--- src/rtl/fetch_pc_ctrl.sv ---
// Instruction fetch sequencer: drives the fetch PC, hands instructions to ID,
// tracks branch delay slots, and redirects (with response drain) on flush.
module fetch_pc_ctrl #(
    parameter logic [31:0] PC_RESET_ADDR = 32'hBFC0_0000
) (
    input  logic        clk,
    input  logic        rst,
    input  logic        stall,
    input  logic        flush,
    input  logic [31:0] flush_pc,
    input  logic        branch_flag,
    input  logic [31:0] branch_target_addr,
    output logic        mem_req,
    output logic [31:0] mem_addr,
    input  logic        mem_ack,
    input  logic [31:0] mem_rdata,
    output logic        id_valid,
    output logic [31:0] id_pc,
    output logic [31:0] id_inst,
    output logic        id_in_delay_slot,
    output logic        id_addr_err
);

    typedef enum logic [1:0] {
        ST_FETCH = 2'd0,
        ST_HOLD  = 2'd1,
        ST_DRAIN = 2'd2
    } state_t;

    state_t      state_r;
    state_t      state_next_s;
    logic [31:0] fetch_addr_r;
    logic [31:0] drain_addr_r;
    logic        pend_r;
    logic [31:0] pend_target_r;
    logic        halt_r;
    logic [31:0] buf_pc_r;
    logic [31:0] buf_inst_r;
    logic        buf_err_r;
    logic        id_valid_r;
    logic [31:0] id_pc_r;
    logic [31:0] id_inst_r;
    logic        id_ds_r;
    logic        id_err_r;

    logic        misalign_s;
    logic        req_s;
    logic        ack_s;
    logic        outstanding_s;
    logic        avail_s;
    logic [31:0] item_pc_s;
    logic [31:0] item_inst_s;
    logic        item_err_s;
    logic        handoff_s;
    logic        take_s;
    logic        capture_s;
    logic [31:0] next_pc_s;

    assign misalign_s    = (fetch_addr_r[1:0] != 2'b00);
    assign mem_req       = req_s & ~rst;
    assign ack_s         = mem_ack & mem_req;
    assign outstanding_s = mem_req & ~mem_ack;
    assign mem_addr      = (state_r == ST_DRAIN) ? drain_addr_r : fetch_addr_r;
    assign handoff_s     = avail_s & ~stall & ~flush;
    assign take_s        = branch_flag & id_valid_r & ~stall & ~flush;
    assign capture_s     = (state_r == ST_FETCH) & avail_s & stall & ~flush;

    // State register
    always_ff @(posedge clk or posedge rst) begin
        if (rst) begin
            state_r <= ST_FETCH;
        end else begin
            state_r <= state_next_s;
        end
    end

    // Next-state decode; flush only leaves DRAIN pending when a request is still in flight
    always_comb begin
        state_next_s = state_r;
        case (state_r)
            ST_FETCH: begin
                if (flush) begin
                    state_next_s = outstanding_s ? ST_DRAIN : ST_FETCH;
                end else if (avail_s && stall) begin
                    state_next_s = ST_HOLD;
                end else begin
                    state_next_s = ST_FETCH;
                end
            end
            ST_HOLD: begin
                if (flush || !stall) begin
                    state_next_s = ST_FETCH;
                end else begin
                    state_next_s = ST_HOLD;
                end
            end
            ST_DRAIN: begin
                if (ack_s) begin
                    state_next_s = ST_FETCH;
                end else begin
                    state_next_s = ST_DRAIN;
                end
            end
            default: begin
                state_next_s = ST_FETCH;
            end
        endcase
    end

    // Per-state request and available-instruction selection; a misaligned PC acts as an immediate zero response
    always_comb begin
        req_s       = 1'b0;
        avail_s     = 1'b0;
        item_pc_s   = fetch_addr_r;
        item_inst_s = 32'h0000_0000;
        item_err_s  = 1'b0;
        case (state_r)
            ST_FETCH: begin
                req_s       = ~halt_r & ~misalign_s;
                avail_s     = ~halt_r & (misalign_s | mem_ack);
                item_pc_s   = fetch_addr_r;
                item_inst_s = misalign_s ? 32'h0000_0000 : mem_rdata;
                item_err_s  = misalign_s;
            end
            ST_HOLD: begin
                req_s       = 1'b0;
                avail_s     = 1'b1;
                item_pc_s   = buf_pc_r;
                item_inst_s = buf_inst_r;
                item_err_s  = buf_err_r;
            end
            ST_DRAIN: begin
                req_s       = 1'b1;
                avail_s     = 1'b0;
            end
            default: begin
                req_s       = 1'b0;
                avail_s     = 1'b0;
            end
        endcase
    end

    // Address following a handoff: branch taken this cycle, then pending target, then sequential
    always_comb begin
        if (take_s) begin
            next_pc_s = branch_target_addr;
        end else if (pend_r) begin
            next_pc_s = pend_target_r;
        end else begin
            next_pc_s = item_pc_s + 32'd4;
        end
    end

    // Fetch address and the address held on the bus while draining
    always_ff @(posedge clk or posedge rst) begin
        if (rst) begin
            fetch_addr_r <= PC_RESET_ADDR;
            drain_addr_r <= 32'h0000_0000;
        end else begin
            if (flush) begin
                fetch_addr_r <= flush_pc;
            end else if (handoff_s) begin
                fetch_addr_r <= next_pc_s;
            end else begin
                fetch_addr_r <= fetch_addr_r;
            end
            if (flush && (state_r == ST_FETCH) && outstanding_s) begin
                drain_addr_r <= fetch_addr_r;
            end else begin
                drain_addr_r <= drain_addr_r;
            end
        end
    end

    // Pending branch target and the post-misalignment halt
    always_ff @(posedge clk or posedge rst) begin
        if (rst) begin
            pend_r        <= 1'b0;
            pend_target_r <= 32'h0000_0000;
            halt_r        <= 1'b0;
        end else if (flush) begin
            pend_r        <= 1'b0;
            pend_target_r <= pend_target_r;
            halt_r        <= 1'b0;
        end else if (handoff_s) begin
            pend_r        <= 1'b0;
            pend_target_r <= pend_target_r;
            halt_r        <= halt_r | item_err_s;
        end else if (take_s) begin
            pend_r        <= 1'b1;
            pend_target_r <= branch_target_addr;
            halt_r        <= halt_r;
        end else begin
            pend_r        <= pend_r;
            pend_target_r <= pend_target_r;
            halt_r        <= halt_r;
        end
    end

    // One-entry buffer for a response that arrived while ID was stalled
    always_ff @(posedge clk or posedge rst) begin
        if (rst) begin
            buf_pc_r   <= 32'h0000_0000;
            buf_inst_r <= 32'h0000_0000;
            buf_err_r  <= 1'b0;
        end else if (flush) begin
            buf_pc_r   <= 32'h0000_0000;
            buf_inst_r <= 32'h0000_0000;
            buf_err_r  <= 1'b0;
        end else if (capture_s) begin
            buf_pc_r   <= item_pc_s;
            buf_inst_r <= item_inst_s;
            buf_err_r  <= item_err_s;
        end else begin
            buf_pc_r   <= buf_pc_r;
            buf_inst_r <= buf_inst_r;
            buf_err_r  <= buf_err_r;
        end
    end

    // ID stage registers: load on handoff, bubble when ID is free but nothing arrives
    always_ff @(posedge clk or posedge rst) begin
        if (rst) begin
            id_valid_r <= 1'b0;
            id_pc_r    <= 32'h0000_0000;
            id_inst_r  <= 32'h0000_0000;
            id_ds_r    <= 1'b0;
            id_err_r   <= 1'b0;
        end else if (flush) begin
            id_valid_r <= 1'b0;
        end else if (handoff_s) begin
            id_valid_r <= 1'b1;
            id_pc_r    <= item_pc_s;
            id_inst_r  <= item_inst_s;
            id_ds_r    <= pend_r | take_s;
            id_err_r   <= item_err_s;
        end else if (!stall) begin
            id_valid_r <= 1'b0;
        end else begin
            id_valid_r <= id_valid_r;
        end
    end

    assign id_valid         = id_valid_r;
    assign id_pc            = id_pc_r;
    assign id_inst          = id_inst_r;
    assign id_in_delay_slot = id_ds_r;
    assign id_addr_err      = id_err_r;

endmodule
--- config.mk ---
export PLATFORM = sky130hd
export DESIGN_NAME = fetch_pc_ctrl
export DESIGN_NICKNAME = d
export VERILOG_FILES = /design/src/rtl/fetch_pc_ctrl.sv
export SDC_FILE = /design/constraint.sdc
export NUM_CORES = 1
export LEC_CHECK = 0
export ABC_AREA = 1
export CAP_MARGIN = 40
export CELL_PAD_IN_SITES_DETAIL_PLACEMENT = 1
export CELL_PAD_IN_SITES_GLOBAL_PLACEMENT = 1
export CORE_ASPECT_RATIO = 1.1
export CORE_UTILIZATION = 42
export CTS_CLUSTER_SIZE = 24
export DETAILED_ROUTE_END_ITERATION = 10
export PLACE_DENSITY_LB_ADDON = 0.2
export SYNTH_ARGS = -nofsm -noshare
export SYNTH_HDL_FRONTEND = slang
export SYNTH_SLANG_ARGS = --single-unit
--- constraint.sdc ---
create_clock -name clk -period 18.9 [get_ports clk]
set_input_delay 1.89 -clock clk [delete_from_list [all_inputs] [get_ports clk]]
set_output_delay 1.89 -clock clk [all_outputs]
set_load 0.03 [all_outputs]
; ---- Word level (Yosys, flattened, before mapping)
; Cells that the tools add are included.
[totals]
ff_bits = 232
inputBits = 102
output_inout_bits = 100
wordCells = 84
[classes]
add_sub_neg = 1
eq_ne = 3
muxes = 31
bitwise_logic = 23
reduce_logical = 12
[op_table]
columns = op, count
row1 = 2-to-1 mux 32 bit, 11
row2 = case mux 32 bit (2 select lines), 1
row3 = "adder 32 x 3 -> 32 bit, second input constant", 1
row4 = AND 1 bit, 13
row5 = 2-to-1 mux 1 bit, 12
row6 = inverter 1 bit, 7
row7 = 2-to-1 mux 2 bit, 3
row8 = case mux 1 bit (2 select lines), 3
row9 = case mux 2 bit (3 select lines), 1
row10 = nonzero test 2 bit, 3
row11 = logical AND 1 bit, 3
row12 = "!= test 3 x 1 -> 1 bit, second input constant", 1
row13 = OR 1 bit, 3
row14 = AND reduction 3 bit, 1
row15 = nonzero test 3 bit, 1
row16 = "== test 2 x 1 -> 1 bit, second input constant", 1
row17 = "== test 2 bit, second input constant", 1
row18 = zero test 2 bit, 1
row19 = AND reduction 2 bit, 1
row20 = zero test 1 bit, 1
row21 = logical OR 1 bit, 1

; ---- Logic depth before layout (Yosys ltp)
; Gate-level depths: netlist (run 1).
[depth]
word_depth = 9
mapped_depth = 18
ltp_nobuf = 16

; ---- Worst setup path after synthesis (run 1)
; OpenSTA, ideal clock, no wires.
[synth_path]
path_type = input to output
startpoint = input rst
endpoint = output mem_req
t_arrival_ns = 7.452
setup_slack_ns = 9.558
stages = 3
path_cell_list = inv_1 nand2_1 inv_2
[synth_via]
elab_chain_len = 2
[synth_lines]
columns = item, line_no
row1 = start: declaration, 7  ; input logic rst,
row2 = inverter 1 bit, 60  ; assign mem_req = req_s & ~rst;
row3 = AND 1 bit, 60
row4 = end: declaration, 13  ; output logic mem_req,
; Every way passes these cells.

; ---- Final worst setup path (run 1)
; Same ends and word-level chain as after synthesis.

==> metrics.txt, run 1 <==
status completed; clock-pin slew on the worst setup and hold paths 0.06 ns; final count of pins violating max slew 0; worst hold path type flip-flop to flip-flop; final net count approximately 1,800; dominant cell type by area after synthesis dfrtp_1; standard-cell row count 63; setup repair after global routing missed its margin no; type of the worst setup path input port to output port; final setup violating endpoints 0; register bit total from synthesis 232; maximum vdd ir drop 0.0723 mV; most common cell in the synthesized netlist nand2_1; total number of H-tree levels 1; initial antenna violation count 0; critical path required time between 15 and 20 ns; Synth Flop Type dfrtp_1; detailed placement HPWL 27,900 µm; reg-to-reg critical path startpoint state_r[1]; count of clock tree sinks 232; Synth top area share 47.5%; full die area 28,700 µm²; share of flip-flops with an asynchronous set or reset after synthesis 100%; Layout Skew 0.0130 ns; number of remaining DRC errors 0; horizontal die dimension 162 µm; number of nets with antenna violations after routing 0; launching instance or port of the critical path rst; number of enable-type register cells in the synthesized netlist 0; number of optimization iterations in the first detailed-route pass 5; initial standard-cell utilization of the core between 40% and 50%; endpoint of the worst register-to-register path fetch_addr_r[16]; signal arrival time at the worst endpoint about 3.8 ns; worst reg2reg path depth 8; later-pin clock latency in the skew report 0.54 ns; DR iter-0 viols 738; maximum root-to-sink buffer count 3; footprint of the flip-flops and latches 5820 µm²; per-cell routed wire length 19.5 µm; Routed WL 39,700 µm; Peak Freq approximately 0.18 GHz; area of the core 27,300 µm²; Congestion Overflow GR 0; leading cell types by total area after synthesis dfrtp_1 47%, nand2_1 12%, o21ai_0 7.2%; wire length of the first global-routing pass between 60,000 and 70,000 µm; total design power 2.48 mW; slack of the worst reg-to-reg path 15.55 ns; synthesized netlist cell count 1,499; fraction of layout cells with a size suffix above 1 slightly above 9%; synthesis-to-layout area growth 26.3%; clock tree from TritonCTS yes; Avg Vias per Cell 5.41; Leak Pwr ~6.7 nW; number of buffers added by the clock tree synthesis step 26; pin count of the biggest net entering global routing 76; Worst Setup Start Kind input port; multi-input combinational cell area 4790 µm²; I/O Buffers between 200 and 250; Critical Path End Type output port; Warnings, synthesis 0; syn nets 1,602; cell area after synthesis around 12,000 µm²; cts repair resizes 0; minimum clock period after layout 5.64 ns; worst-path maximum fanout 65; average cell area after synthesis a little under 8 µm²; register area share after synthesis 49.5%; number of hold-repair buffers added at the cts stage 0; RePlAce Congestion about 0.9; vias in the first global route 11,200; count of unique library cells instantiated by Yosys 40; total global routing track utilization 28.0%; total negative slack 0 ns; top post-synthesis cells by count 383 x nand2_1, 223 x dfrtp_1, 189 x inv_1, 169 x o21ai_0, 89 x nand3_1; Post-CTS Setup Repair Bufs 0; final hold violation count 0; period utilisation layout 29.9%; total vias in the final route 11,000; Fill cells around 3,400; number of max-cap violations 0; power density of the placed cells 167 nW/µm²; worst slew margin relative to its limit approximately 41%; root cell of the clock tree clkbuf_16; count of boundary I/O pins 202; timing endpoint of the critical path mem_req; die height 178 µm; Tightest Pin Transition just under 0.9 ns
## layer usage
layer	wire length, µm	track usage [%]	vias up
li1	-	-	5167
met1	17800	38.7	5382
met2	18300	45.0	363
met3	2280	3.41	89
met4	1460	10.8	0
met5	0	0	-
## registers in the layout, indices dropped and copies added (netlist names)
signal and cells:
id_addr_err 1, fetch_addr_r 32, state_r 2, drain_addr_r 32
buf_pc_r 32, halt_r 1, id_valid 1, id_inst 32
buf_err_r 1, pend_target_r 32, id_in_delay_slot 1, id_pc 32
pend_r 1, buf_inst_r 32
## how the worst min path moves through the flow
| stage | start | end | slack (ns) | cells past startpoint |
|---|---|---|---|---|
| 3_3_place_gp | pend_target_r[4] | pend_target_r[4] | 0.45 | 2 |
| 6_report | fetch_addr_r[29] | fetch_addr_r[29] | 0.47 | 2 |
| 2_1_floorplan | drain_addr_r[0] | drain_addr_r[0] | 0.44 | 2 |
| 5_1_grt | fetch_addr_r[29] | fetch_addr_r[29] | 0.49 | 2 |
| 4_1_cts | drain_addr_r[1] | drain_addr_r[1] | 0.48 | 2 |
| 3_5_place_dp | drain_addr_r[1] | drain_addr_r[1] | 0.46 | 2 |
## logic make-up after synthesis
family	share of synthesized area, %
compound gates	16.0
xor+xnor	0.298
fa+ha+maj	0.106
buf+inv	9.87
flops	49.5
mux	2.01
simple gates	22.2
## stage by stage
stage,cell area [µm²],hold WS (ns),worst slack (ns),utilization (%),cells
floorplan,11800,0.436,9.56,-,1499
global placement,13900,0.450,13.27,51.1,1983
detailed placement,14000,0.460,13.19,51.3,1986
CTS,14800,0.476,13.22,54.4,2033
global route,14800,0.491,13.13,54.4,2033
finish,14800,0.475,13.26,54.4,2035
## worst max-delay path, stage by stage
cell,delay (ns)
clkdlybuf4s50_1,0.49
inv_8,0.37
nand2_1,0.18
inv_2,0.10
clkdlybuf4s50_1,0.67
## power breakdown
part           total [mW]  internal [mW]  switching [mW]
clock               0.507          0.298           0.208
sequential          0.796          0.684           0.113
combinational        1.18          0.396           0.781
total                2.48           1.38            1.10
## cell type report
class	instances	area share, %
sequential	232	39.2
clock buffer	41	5.31
timing repair buffer	218	14.7
multi-input combinational	980	32.3
inverter	199	5.10
antenna	2	0.0337
clock inverter	6	0.413
tap	357	3.01
## cells in the final DEF (no fill, tap or decap), types with 20 or more instances in the layout
cell type,count
nand2_1,382
dfrtp_1,223
clkdlybuf4s50_1,200
inv_1,187
o21ai_0,169
nand3_1,89
nor2_1,75
o22ai_1,69
a21oi_1,42
o21ai_1,40
clkbuf_16,27
mux2_2,21
nand2_2,20
(Power assumes the default switching activity.)
==> inputs of run 2 (changes only) <==
Settings changed: CORE_UTILIZATION 42 to 35.
Clock period 18.9 ns to 4.9 ns, I/O delays scaled along.
==> run 2 against run 1 <==
- power increased to 3.9 times the previous value
- die area rose by 20%
- wire length rose by 3.9%
- register-to-register slack got worse by 14 ns
- core utilization fell by 9.0 points
- critical path type is now flip-flop to output port
- critical endpoint unchanged
==> metrics.txt, run 2 (synthesis results as in run 1) <==
status completed; area of the core 33,200 µm² (+22%); worst-path maximum fanout 65 (unchanged); fraction of layout cells with a size suffix above 1 9.79% (+0.60 points); wire length of the first global-routing pass 65,600 µm (+4.9%); standard-cell row count 70 (+11%); final hold violation count 0 (unchanged); maximum root-to-sink buffer count 3 (unchanged); met3 capacity usage during global routing 2.57% (-0.84 points); critical path required time 4.41 ns (-12.60 ns); list of cells traversed by the critical path inv_2, nor2_4, buf_4, inv_1, o31ai_1, nand2_1, inv_2, clkdlybuf4s50_1; number of hold-repair buffers added at the cts stage 0 (unchanged); Avg Vias per Cell 5.08 (-6.0%); power density of the placed cells 646 nW/µm² (+290%); count of clock tree sinks 232 (unchanged); Worst Setup Start Kind flip-flop; Sequential Power Share 31.6% (-0.5 points); full die area 34,300 µm² (+20%); worst hold margin 0.466 ns (-0.00888 ns); Max stage delay cell, worst path clkdlybuf4s50_1; setup repair after global routing missed its margin no; top library cells by usage in the layout, fill and taps aside 382 x nand2_1, 223 x dfrtp_1, 200 x clkdlybuf4s50_1; most heavily used metal layer in global routing met1; die height 194 µm (+9.4%); Congestion Overflow GR 0 (unchanged); most common cell type on the critical path inv_2; per-cell routed wire length 19.5 µm (-0.17%); type of the worst setup path flip-flop to output port; vias in the first global route 11,100 (-0.65%); final net count 1,769 (+0.51%); switching power 4.31 mW (+290%); total design power 9.75 mW (+290%); later-pin clock latency in the skew report 0.54 ns (about the same); Layout Skew 0.0121 ns (-0.000839 ns); pin count of the biggest net entering global routing 75 (-1.3%); DP Cell Count 2,068 (+4.1%); RePlAce Congestion 0.886 (-4.0%); Post-CTS Setup Repair Bufs 0 (unchanged); Peak Freq 0.290 GHz; period utilisation layout 70.3%; count of boundary I/O pins 202 (unchanged); initial standard-cell utilization of the core 35.4% (-7.7 points); clock group share of total power 21.4% (+1.0 points); global-route met1 utilization 37.2% (-1.5 points); Setup WS post-layout 1.45 ns (-11.80 ns); Critical Path End Type output port; worst slew margin relative to its limit 44.6% (+3.6 points); maximum vdd ir drop 0.328 mV (+350%); total vias in the final route 10,800 (-2.2%); number of remaining DRC errors 0 (unchanged); ANT cells 0 (-2); worst hold path type input port to asynchronous set/reset pin; number of max-cap violations 0 (unchanged); proportion of power drawn by combinational gates 47.0% (-0.5 points); DR iter-0 viols 662 (-10%); Top delay family on crit path buffers and inverters; Sw Share 44.2% (-0.24 points); I/O Buffers 201 (unchanged); met2 global-route usage 37.1% (-8.0 points); number of nets with antenna violations after routing 0 (unchanged); clock-pin slew on the worst setup and hold paths 0.06 ns (about the same); number of optimization iterations in the first detailed-route pass 5 (unchanged); number of buffers added by the clock tree synthesis step 27 (+3.8%); clock tree from TritonCTS yes; horizontal die dimension 177 µm (+9.4%); Tightest Pin Transition 0.822 ns (-0.0594 ns); root cell of the clock tree clkbuf_16; commonest non-fill, non-tap cell in the layout nand2_1; signal arrival time at the worst endpoint 2.96 ns (-0.79 ns); Fill cells 3,990 (+19%); minimum clock period after layout 3.45 ns; final count of pins violating max slew 0 (unchanged); detailed placement HPWL 29,500 µm (+5.8%); post-route insts no fill 2,117 (+4.0%); internal power 5.44 mW (+290%); Placement Setup Slack 1.57 ns (-11.62 ns); Leak Pwr 6.83 nW (+1.2%); cts repair resizes 0 (unchanged); initial antenna violation count 0 (unchanged); highest cell delay on the worst timing path 0.71 ns (+0.04 ns); total global routing track utilization 24.5% (-3.6 points); count of buffer and inverter cells on the critical path 5 (+1); slack of the worst reg-to-reg path 1.79 ns (-13.76 ns); synthesis-to-layout area growth 28.3%; Routed WL 41,300 µm (+3.9%); final setup violating endpoints 0 (unchanged); total number of H-tree levels 1 (unchanged)
## run 2: tightest hold or removal path: stages
cell and delay [ns]:
clkdlybuf4s50_1 0.45, clkinvlp_4 0.15, buf_4 0.29
## run 2: through the flow
step	util, %	cell area (µm²)	TNS (ns)
floorplan	-	11800	-1.83
global placement	42.4	14100	0
detailed placement	42.6	14200	0
CTS	45.4	15100	0
global route	45.4	15100	0
finish	45.4	15100	0
## run 2: area by class of cell
cell class | instances | area, µm² | area share [%]
clock inverters | 8 | 119 | 0.788
well taps | 432 | 541 | 3.58
multi-input cells | 980 | 4790 | 31.8
clock buffers | 40 | 785 | 5.20
flip-flops and latches | 232 | 5820 | 38.6
repair buffers | 226 | 2280 | 15.1
inverters | 199 | 753 | 4.99
## run 2: layer usage
metal	wire length, µm	part of all wire [%]
met2	18200	44
met1	20400	49
met3	1830	4.4
met4	847	2.1
met5	0	0
## run 2: path summary, 6_finish.rpt
kind / from / endpoint / cells after the start
setup reg to reg: state_r[1] / fetch_addr_r[10] / 13
hold reg to reg: drain_addr_r[0] / drain_addr_r[0] / 2
setup / recovery: state_r[1] / mem_req / 8
min in group clk: drain_addr_r[0] / drain_addr_r[0] / 2
hold / removal: rst / id_pc[24] / 3
max in group asynchronous: rst / drain_addr_r[2] / 5
## run 2: power by group through the flow
stage	Clock [mW]	Combinational [mW]	Sequential, mW
final	2.09	4.59	3.08
after global routing	2.19	5.00	3.16
after CTS	2.13	4.58	3.09
after global placement	0	4.48	3.08
after detailed placement	0	4.55	3.12
after floorplan	0	2.38	3.43
